### src/rtl/vga_pattern_gen.sv
`default_nettype none
// ============================================================================
// Module      : vga_pattern_gen
// Description : Test-pattern generator driven by an external sync generator.
//               Tracks pixel/line position from hactive/next_line/next_frame,
//               renders one of four patterns (colour bars, checkerboard,
//               gradient, moving bar) and presents RGB444 with active-low
//               syncs and data enable, all delayed by two clocks.
// Ports       : clk          - pixel clock
//               rst          - synchronous active-high reset
//               hsync/vsync  - active-high syncs from the timing generator
//               hactive/vactive - active-region flags
//               next_line    - one-cycle pulse at end of each line
//               next_frame   - one-cycle pulse at end of each frame
//               mode[1:0]    - pattern select, taken at frame boundaries
//               vga_r/g/b    - RGB444 pixel
//               vga_hsync_n/vga_vsync_n - active-low syncs aligned to pixels
//               vga_de       - data enable aligned to pixels
// Revision    : 1.0 - initial release
// ============================================================================
module vga_pattern_gen #(
    parameter int H_ACTIVE = 640,
    parameter int V_ACTIVE = 480,
    parameter int BAR_STEP = 4
) (
    input  logic       clk,
    input  logic       rst,
    input  logic       hsync,
    input  logic       vsync,
    input  logic       hactive,
    input  logic       vactive,
    input  logic       next_line,
    input  logic       next_frame,
    input  logic [1:0] mode,
    output logic [3:0] vga_r,
    output logic [3:0] vga_g,
    output logic [3:0] vga_b,
    output logic       vga_hsync_n,
    output logic       vga_vsync_n,
    output logic       vga_de
);

    localparam int          c_seg_w     = H_ACTIVE / 8;
    localparam logic [9:0]  c_x_max     = 10'(H_ACTIVE - 1);
    localparam logic [9:0]  c_y_max     = 10'(V_ACTIVE - 1);
    localparam logic [10:0] c_h_active  = 11'(H_ACTIVE);
    localparam logic [10:0] c_bar_step  = 11'(BAR_STEP);
    localparam logic [10:0] c_bar_len   = 11'd16;

    // ------------------------------------------------------------------
    // Position, mode and animation state
    // ------------------------------------------------------------------
    logic [9:0]  x_q, x_d;
    logic [9:0]  y_q, y_d;
    logic [1:0]  mode_q, mode_d;
    logic [7:0]  frame_q, frame_d;
    logic [9:0]  bar_x_q, bar_x_d;
    logic [10:0] w_bar_sum;
    logic [10:0] w_bar_wrap;

    always_comb begin
        x_d = x_q;
        if (next_line) begin
            x_d = '0;
        end else if (hactive && (x_q != c_x_max)) begin
            x_d = x_q + 10'd1;
        end
    end

    always_comb begin
        y_d = y_q;
        if (next_frame) begin
            y_d = '0;
        end else if (next_line && vactive && (y_q != c_y_max)) begin
            y_d = y_q + 10'd1;
        end
    end

    // Bar advance computed one bit wider so the wrap compare cannot overflow.
    always_comb begin
        w_bar_sum  = {1'b0, bar_x_q} + c_bar_step;
        w_bar_wrap = (w_bar_sum >= c_h_active) ? (w_bar_sum - c_h_active) : w_bar_sum;
        bar_x_d    = next_frame ? w_bar_wrap[9:0] : bar_x_q;
        frame_d    = next_frame ? (frame_q + 8'd1) : frame_q;
        mode_d     = next_frame ? mode : mode_q;
    end

    always_ff @(posedge clk) begin
        if (rst) begin
            x_q     <= '0;
            y_q     <= '0;
            frame_q <= '0;
            bar_x_q <= '0;
            mode_q  <= mode;
        end else begin
            x_q     <= x_d;
            y_q     <= y_d;
            frame_q <= frame_d;
            bar_x_q <= bar_x_d;
            mode_q  <= mode_d;
        end
    end

    // ------------------------------------------------------------------
    // Stage 1: snapshot of the current cycle's position and timing
    // ------------------------------------------------------------------
    logic [9:0] s1_x_q;
    logic [9:0] s1_y_q;
    logic       s1_de_q;
    logic       s1_hs_q;
    logic       s1_vs_q;

    always_ff @(posedge clk) begin
        if (rst) begin
            s1_x_q  <= '0;
            s1_y_q  <= '0;
            s1_de_q <= 1'b0;
            s1_hs_q <= 1'b0;
            s1_vs_q <= 1'b0;
        end else begin
            s1_x_q  <= x_q;
            s1_y_q  <= y_q;
            s1_de_q <= hactive & vactive;
            s1_hs_q <= hsync;
            s1_vs_q <= vsync;
        end
    end

    // ------------------------------------------------------------------
    // Colour generation from stage-1 values
    // ------------------------------------------------------------------
    logic [2:0]  w_bar_idx;
    logic [10:0] w_bar_end;
    logic        w_in_bar;
    logic [11:0] w_rgb;

    // Colour-bar index = number of segment thresholds the pixel has reached.
    always_comb begin
        w_bar_idx = '0;
        for (int k = 1; k < 8; k++) begin
            if (s1_x_q >= 10'(k * c_seg_w)) begin
                w_bar_idx = w_bar_idx + 3'd1;
            end
        end
    end

    // The bar is not wrapped: its end is evaluated in 11 bits.
    always_comb begin
        w_bar_end = {1'b0, bar_x_q} + c_bar_len;
        w_in_bar  = (s1_x_q >= bar_x_q) && ({1'b0, s1_x_q} < w_bar_end);
    end

    always_comb begin
        w_rgb = 12'h000;
        case (mode_q)
            2'd0: begin
                case (w_bar_idx)
                    3'd0:    w_rgb = 12'hFFF;
                    3'd1:    w_rgb = 12'hFF0;
                    3'd2:    w_rgb = 12'h0FF;
                    3'd3:    w_rgb = 12'h0F0;
                    3'd4:    w_rgb = 12'hF0F;
                    3'd5:    w_rgb = 12'hF00;
                    3'd6:    w_rgb = 12'h00F;
                    default: w_rgb = 12'h000;
                endcase
            end
            2'd1:    w_rgb = (s1_x_q[5] ^ s1_y_q[5]) ? 12'hFFF : 12'h000;
            2'd2:    w_rgb = {s1_x_q[9:6], s1_y_q[8:5], frame_q[3:0]};
            default: w_rgb = w_in_bar ? 12'hFFF : 12'h004;
        endcase
        // Blank outside the active area regardless of pattern.
        if (!s1_de_q) begin
            w_rgb = 12'h000;
        end
    end

    // Bits of state that no pattern looks at.
    logic w_unused;
    assign w_unused = ^{frame_q[7:4], s1_y_q[9], s1_y_q[4:0]};

    // ------------------------------------------------------------------
    // Stage 2: output registers
    // ------------------------------------------------------------------
    logic [11:0] rgb_q;
    logic        de_q;
    logic        hs_q;
    logic        vs_q;

    always_ff @(posedge clk) begin
        if (rst) begin
            rgb_q <= '0;
            de_q  <= 1'b0;
            hs_q  <= 1'b0;
            vs_q  <= 1'b0;
        end else begin
            rgb_q <= w_rgb;
            de_q  <= s1_de_q;
            hs_q  <= s1_hs_q;
            vs_q  <= s1_vs_q;
        end
    end

    assign vga_r       = rgb_q[11:8];
    assign vga_g       = rgb_q[7:4];
    assign vga_b       = rgb_q[3:0];
    assign vga_de      = de_q;
    assign vga_hsync_n = ~hs_q;
    assign vga_vsync_n = ~vs_q;

endmodule
`default_nettype wire

### config.mk
export PLATFORM = sky130hd
export DESIGN_NAME = vga_pattern_gen
export DESIGN_NICKNAME = d
export VERILOG_FILES = /design/src/rtl/vga_pattern_gen.sv
export SDC_FILE = /design/constraint.sdc
export NUM_CORES = 1
export LEC_CHECK = 0
export ABC_CLOCK_PERIOD_IN_PS = 5400
export CORE_MARGIN = 1.5
export CORE_UTILIZATION = 45
export CTS_CLUSTER_SIZE = 14
export DETAILED_ROUTE_END_ITERATION = 10
export GPL_TIMING_DRIVEN = 1
export PLACE_DENSITY = 0.75
export SKIP_CTS_REPAIR_TIMING = 1
export SYNTH_ARGS = -nofsm -noshare
export SYNTH_HDL_FRONTEND = slang
export SYNTH_SLANG_ARGS = --single-unit
### constraint.sdc
create_clock -name clk -period 5.4 [get_ports clk]
set_input_delay 0.81 -clock clk [delete_from_list [all_inputs] [get_ports clk]]
set_output_delay 0.81 -clock clk [all_outputs]
set_load 0.05 [all_outputs]
After elaboration in Yosys (flattened, before gate mapping)
Cells that the tools add are included.

cells by class
  add/subtract/negate cells = 12
  $lt $le $gt $ge = 10
  equal/unequal tests = 10
  mux-type cells = 14
  bitwise operators = 5
  reduce and logical (&&, ||, !) cells = 10

operator list
  operator                                                                                number
  12-bit case mux with 7 select lines                                                     1
  12-bit case mux with 3 select lines                                                     1
  10-bit by 9-bit greater-or-equal comparator with 1-bit output (second input constant)   3
  12-bit 2-to-1 mux                                                                       2
  10-bit by 1-bit adder with 10-bit output (second input constant)                        2
  10-bit by 8-bit greater-or-equal comparator with 1-bit output (second input constant)   2
  3-bit by 1-bit adder with 3-bit output (second input constant)                          6
  3-bit 2-to-1 mux                                                                        6
  10-bit by 3-bit adder with 11-bit output (second input constant)                        1
  10-bit by 5-bit adder with 11-bit output (second input constant)                        1
  11-bit by 10-bit greater-or-equal comparator with 1-bit output (second input constant)  1
  10-bit by 11-bit less-than comparator with 1-bit output                                 1
  10-bit greater-or-equal comparator                                                      1
  10-bit greater-or-equal comparator (second input constant)                              1
  10-bit by 7-bit greater-or-equal comparator with 1-bit output (second input constant)   1
  10-bit 2-to-1 mux                                                                       1
  10-bit inequality test (second input constant)                                          1
  10-bit by 9-bit inequality test with 1-bit output (second input constant)               1
  10-bit subtractor (second input constant)                                               1
  3-bit == test (second input constant)                                                   3
  8-bit by 1-bit adder with 8-bit output (second input constant)                          1
  3-bit by 2-bit == test with 1-bit output (second input constant)                        2
  2-bit OR reduction                                                                      3
  1-bit logical AND                                                                       4
  11 further kinds                                                                        14

storage, ports and cells
  register bits after elaboration = 77
  bits of input ports = 10
  output and inout bits = 15
  word-level logic and storage cells = 75

Longest topological paths before layout
  depth after elaboration = 17
  mapped depth = 24
  depth with buffers taken out = 23

Worst setup path after synthesis
No wires, ideal clock.

  path type = register to register
  start = reg s1_x_q[8]
  end = reg rgb_q[4]
  setup time = 133 ps
  arrival = 3979 ps
  data required time = 5267 ps
  setup slack = 1288 ps
  stages on the path, launching flop included = 25
  path buffers = 1
  clock period less this slack = 4112 ps
  cell sequence = dfxtp_1 buf_2 or2_1 nor3b_1 inv_1 ha_1 nor3_1 nor2_1 ha_1 o21ai_0 o41a_1 inv_1 ha_1 nor2_1 a21oi_1 ha_1 nand2b_1 o31a_1 a21boi_1 ha_1 nand3_1 xnor2_1 xnor3_1 nand2_1 a31oi_1

between the ends
  word-level cells in the longest chain between the ends = 17
  elaborated cells between the ends (all ways) = 33
  those cells by class = add/sub: 6; order compare: 9; eq/ne: 6; mux: 10; reduce/logical: 2

ends and longest elaborated chain
  what                                                           line  source
  start: declaration                                             107   logic [9:0] s1_x_q;
  start signal: assignment                                       121   s1_x_q <= x_q;
  10-bit by 7-bit greater-or-equal comparator with 1-bit output  141   if (s1_x_q >= 10'(k * c_seg_w)) begin
  1-bit 2-to-1 mux                                               141
  3-bit by 1-bit adder with 3-bit output                         142   w_bar_idx = w_bar_idx + 3'd1;
  3-bit 2-to-1 mux                                               141
  3-bit by 1-bit adder with 3-bit output                         142
  3-bit 2-to-1 mux                                               141
  3-bit by 1-bit adder with 3-bit output                         142
  3-bit 2-to-1 mux                                               141
  3-bit by 1-bit adder with 3-bit output                         142
  3-bit 2-to-1 mux                                               141
  3-bit by 1-bit adder with 3-bit output                         142
  3-bit 2-to-1 mux                                               141
  3-bit by 1-bit adder with 3-bit output                         142
  3-bit 2-to-1 mux                                               141
  3-bit == test, or another cell as far along                    157   case (w_bar_idx)
  12-bit case mux with 7 select lines                            157
  12-bit case mux with 3 select lines (*)                        155   case (mode_q)
  end signal: assignment                                         197   rgb_q <= w_rgb;
  end: declaration                                               185   logic [11:0] rgb_q;

Mark *: on every way between the ends. The rest lies on a longest branch, timed or not.
A chain may end at the register's enable or synchronous reset.

Worst setup path in the final report
  start = reg s1_x_q[9]
  end = reg rgb_q[10]

The elaborated chain is that of the path after synthesis.

==> impl_metrics.toml <==
[power_and_ir_drop]
power.density_nw_per_um2 = 264
ir_drop_v = 0.000178
power.leakage_nw = 1.59
totalPowerFinal_mw = 1.06

[worst_setup_path]
crit_required_ns = 5.62
crit_fanout = 16
crit_arrival_ns = 4.78
cp-start-kind = "flip-flop"
end_kind = "flip-flop"
critical_path_class = "reg -> reg"

[routing]
ant_nets = 0
firstDrtPassIters = 4
wire_per_inst_um = 12.9
drc_errors = 0
viasPerCell = 5.35
drt_wl_total_um = 6640
vias = 2742
drtIter0Drc = 124

[synth]
syn-mean-instance-area_um2 = 8.97
synth_top_area_share_pct = 36.9
synthArstFlopShare_pct = 0
yosysTopAreaCell = "dfxtp_1"
synth.distinct_cells = 57
syn_nets = 424
syn_area_um2 = 3470
syn_inst = 387
synth-seq-cells = 66
ys_seq_area_share_pct = 38.7
synth_edf_count = 2
synth_top_flop_cell = "dfxtp_1"
synthTopCellsByArea = "dfxtp_1 (37%), ha_1 (9.7%), nor2_1 (4.5%)"
ys_warn_count = 0

[sta]
slew_viol_final = 0
finClkSkew_ns = 0.0106
hold_viol_final = 0
period_needed_ns = 4.57
setup-tns-final_ns = 0
rsz0062_at_grt = "no"
relSlewSlack_pct = 49.0
post-route-period-util_pct = 84.6
max_freq_ghz = 0.219
tightest_slew_ns = 0.763
setup_viol = 0

[grt]
grt_pass1_wl_um = 11400
grt_max_degree = 24
grt_pass1_vias = 2645
gr-usage-all-layers_pct = 17.1
grt_overflow = 0
antenna_found_initial = 0

[final_layout]
diodes = 0
areaGrowthSynthToFinish_pct = 15.6
nets = 446
drive_above_1_share_pct = 6.04
final_common_cell = "dfxtp_1"
final_cell_mix = "dfxtp_1 (64), nor2_1 (42), nand2_1 (33), ha_1 (27), clkdlybuf4s50_1 (24)"

[place]
dpl.hpwl_um = 4730
gp_congestion = 0.814
numPortBuffers = 24

[clocking]
numClockSinks = 66
clockBufferDepth = 2
path_clk_slew_ns = 0.08
ctsHtreeMaxLevel = 3
numCtsBuffers = 9
cts_tree = "yes"
cts_root_buf = "clkbuf_8"
clock_latency_ns = 0.35

[floorplanning]
die_x_um = 90.8
die_area_um2 = 8250
io_pins = 25
rows = 31
core-area_um2 = 7370
fp.dieH_um = 90.8
start_util_pct = 47.1

[run_status]
status = "finished, final reports clean"

[run]
drv_cap = 0

[worst_hold_path]
hold_class = "reg -> reg"
[registers in the layout, indices dropped and copies added (netlist names), 2 cells and up]
name	count
rgb_q	12
s1_x_q	10
x_q	10
y_q	10
bar_x_q	8
frame_q	4
s1_y_q	4
mode_q	2
[routing by layer]
metal	vias up	wire length, um	part of all wire (%)	track usage [%]
met1	1252	2930	44	19.2
met2	80	3160	48	29.4
met3	16	377	5.7	5.05
li1	1394	-	-	-
met5	-	0	0	0
met4	0	170	2.6	8.20
[through the flow]
step,area (um^2),cells,worst slack (ns),hold WS (ns),util (%)
finish,4010,513,0.832,0.448,54.4
floorplan,3470,387,1.29,0.414,-
global placement,3780,497,1.08,0.416,51.4
detailed placement,3780,497,0.876,0.435,51.4
global route,4010,513,0.379,0.475,54.4
CTS,4010,513,0.851,0.456,54.4
[worst max-delay path, stage by stage, from the launching register on]
cell and delay, ns:
dfxtp_1 0.49, or2_1 0.31, nor3b_1 0.26, inv_1 0.09, ha_1 0.22, nor3_1 0.27, nor2_1 0.09, ha_1 0.26
o21ai_0 0.07, o41a_1 0.21, inv_1 0.08, ha_1 0.30, nor2_1 0.11, a21oi_1 0.05, ha_1 0.27, nand2b_1 0.14
o31a_1 0.12, a21boi_1 0.14, ha_1 0.28, nand4b_1 0.11, o221ai_1 0.12, a31oi_1 0.33, a21oi_1 0.13
[synthesized netlist by cell type (all sizes together) (2+ instances only)]
cell and instances:
dfxtp 64, nor2 42, nand2 33, ha 27, inv 21, nor2b 20, xnor2 18, a21oi 16
xor2 15, o21ai 13, nand3 12, nand4 11, a31oi 10, clkbuf 9, mux2i 7, nor3 7
or3 6, buf 5, and2 4, a211oi 3, a21boi 3, and4 3, o21a 3, or2 3
a2111oi 2, a21o 2, a41oi 2, edfxtp 2, nand2b 2, nand4b 2, o211ai 2, o221ai 2
o31a 2
[power breakdown]
part	internal, mW	leakage [nW]	switching, mW	total, mW
sequential	0.500	0.539	0.0112	0.511
clock	0.264	0.112	0.204	0.468
combinational	0.0319	0.934	0.0462	0.0781
[final cells by class]
cell class | count | area, um^2
fillers | 664 | 3360
multi-input cells | 286 | 1990
flip-flops and latches | 66 | 1340
repair buffers | 25 | 248
clock buffers | 9 | 124
well taps | 99 | 124
clock inverters | 7 | 101
inverters | 21 | 78.8
[worst paths after layout]
path / from / to / slack (ns) / cells past startpoint
worst max-delay path: s1_x_q[9] / rgb_q[10] / 0.83 / 22
worst min-delay path: s1_hs_q / hs_q / 0.45 / 1
worst max register to register: s1_x_q[9] / rgb_q[10] / 0.83 / 22
worst min register to register: s1_hs_q / hs_q / 0.45 / 1
[kinds of logic (layout without fill, tap and decap cells)]
family | Yosys count | count (layout) | share of synthesized area, %
simple gates | 147 | 147 | 21.2
compound gates | 69 | 69 | 14.5
flops | 66 | 66 | 38.7
xor+xnor | 35 | 35 | 9.66
buf+inv | 35 | 62 | 3.89
fa+ha+maj | 27 | 27 | 9.74
mux | 8 | 8 | 2.34
Power figures use the tool's default switching activity.
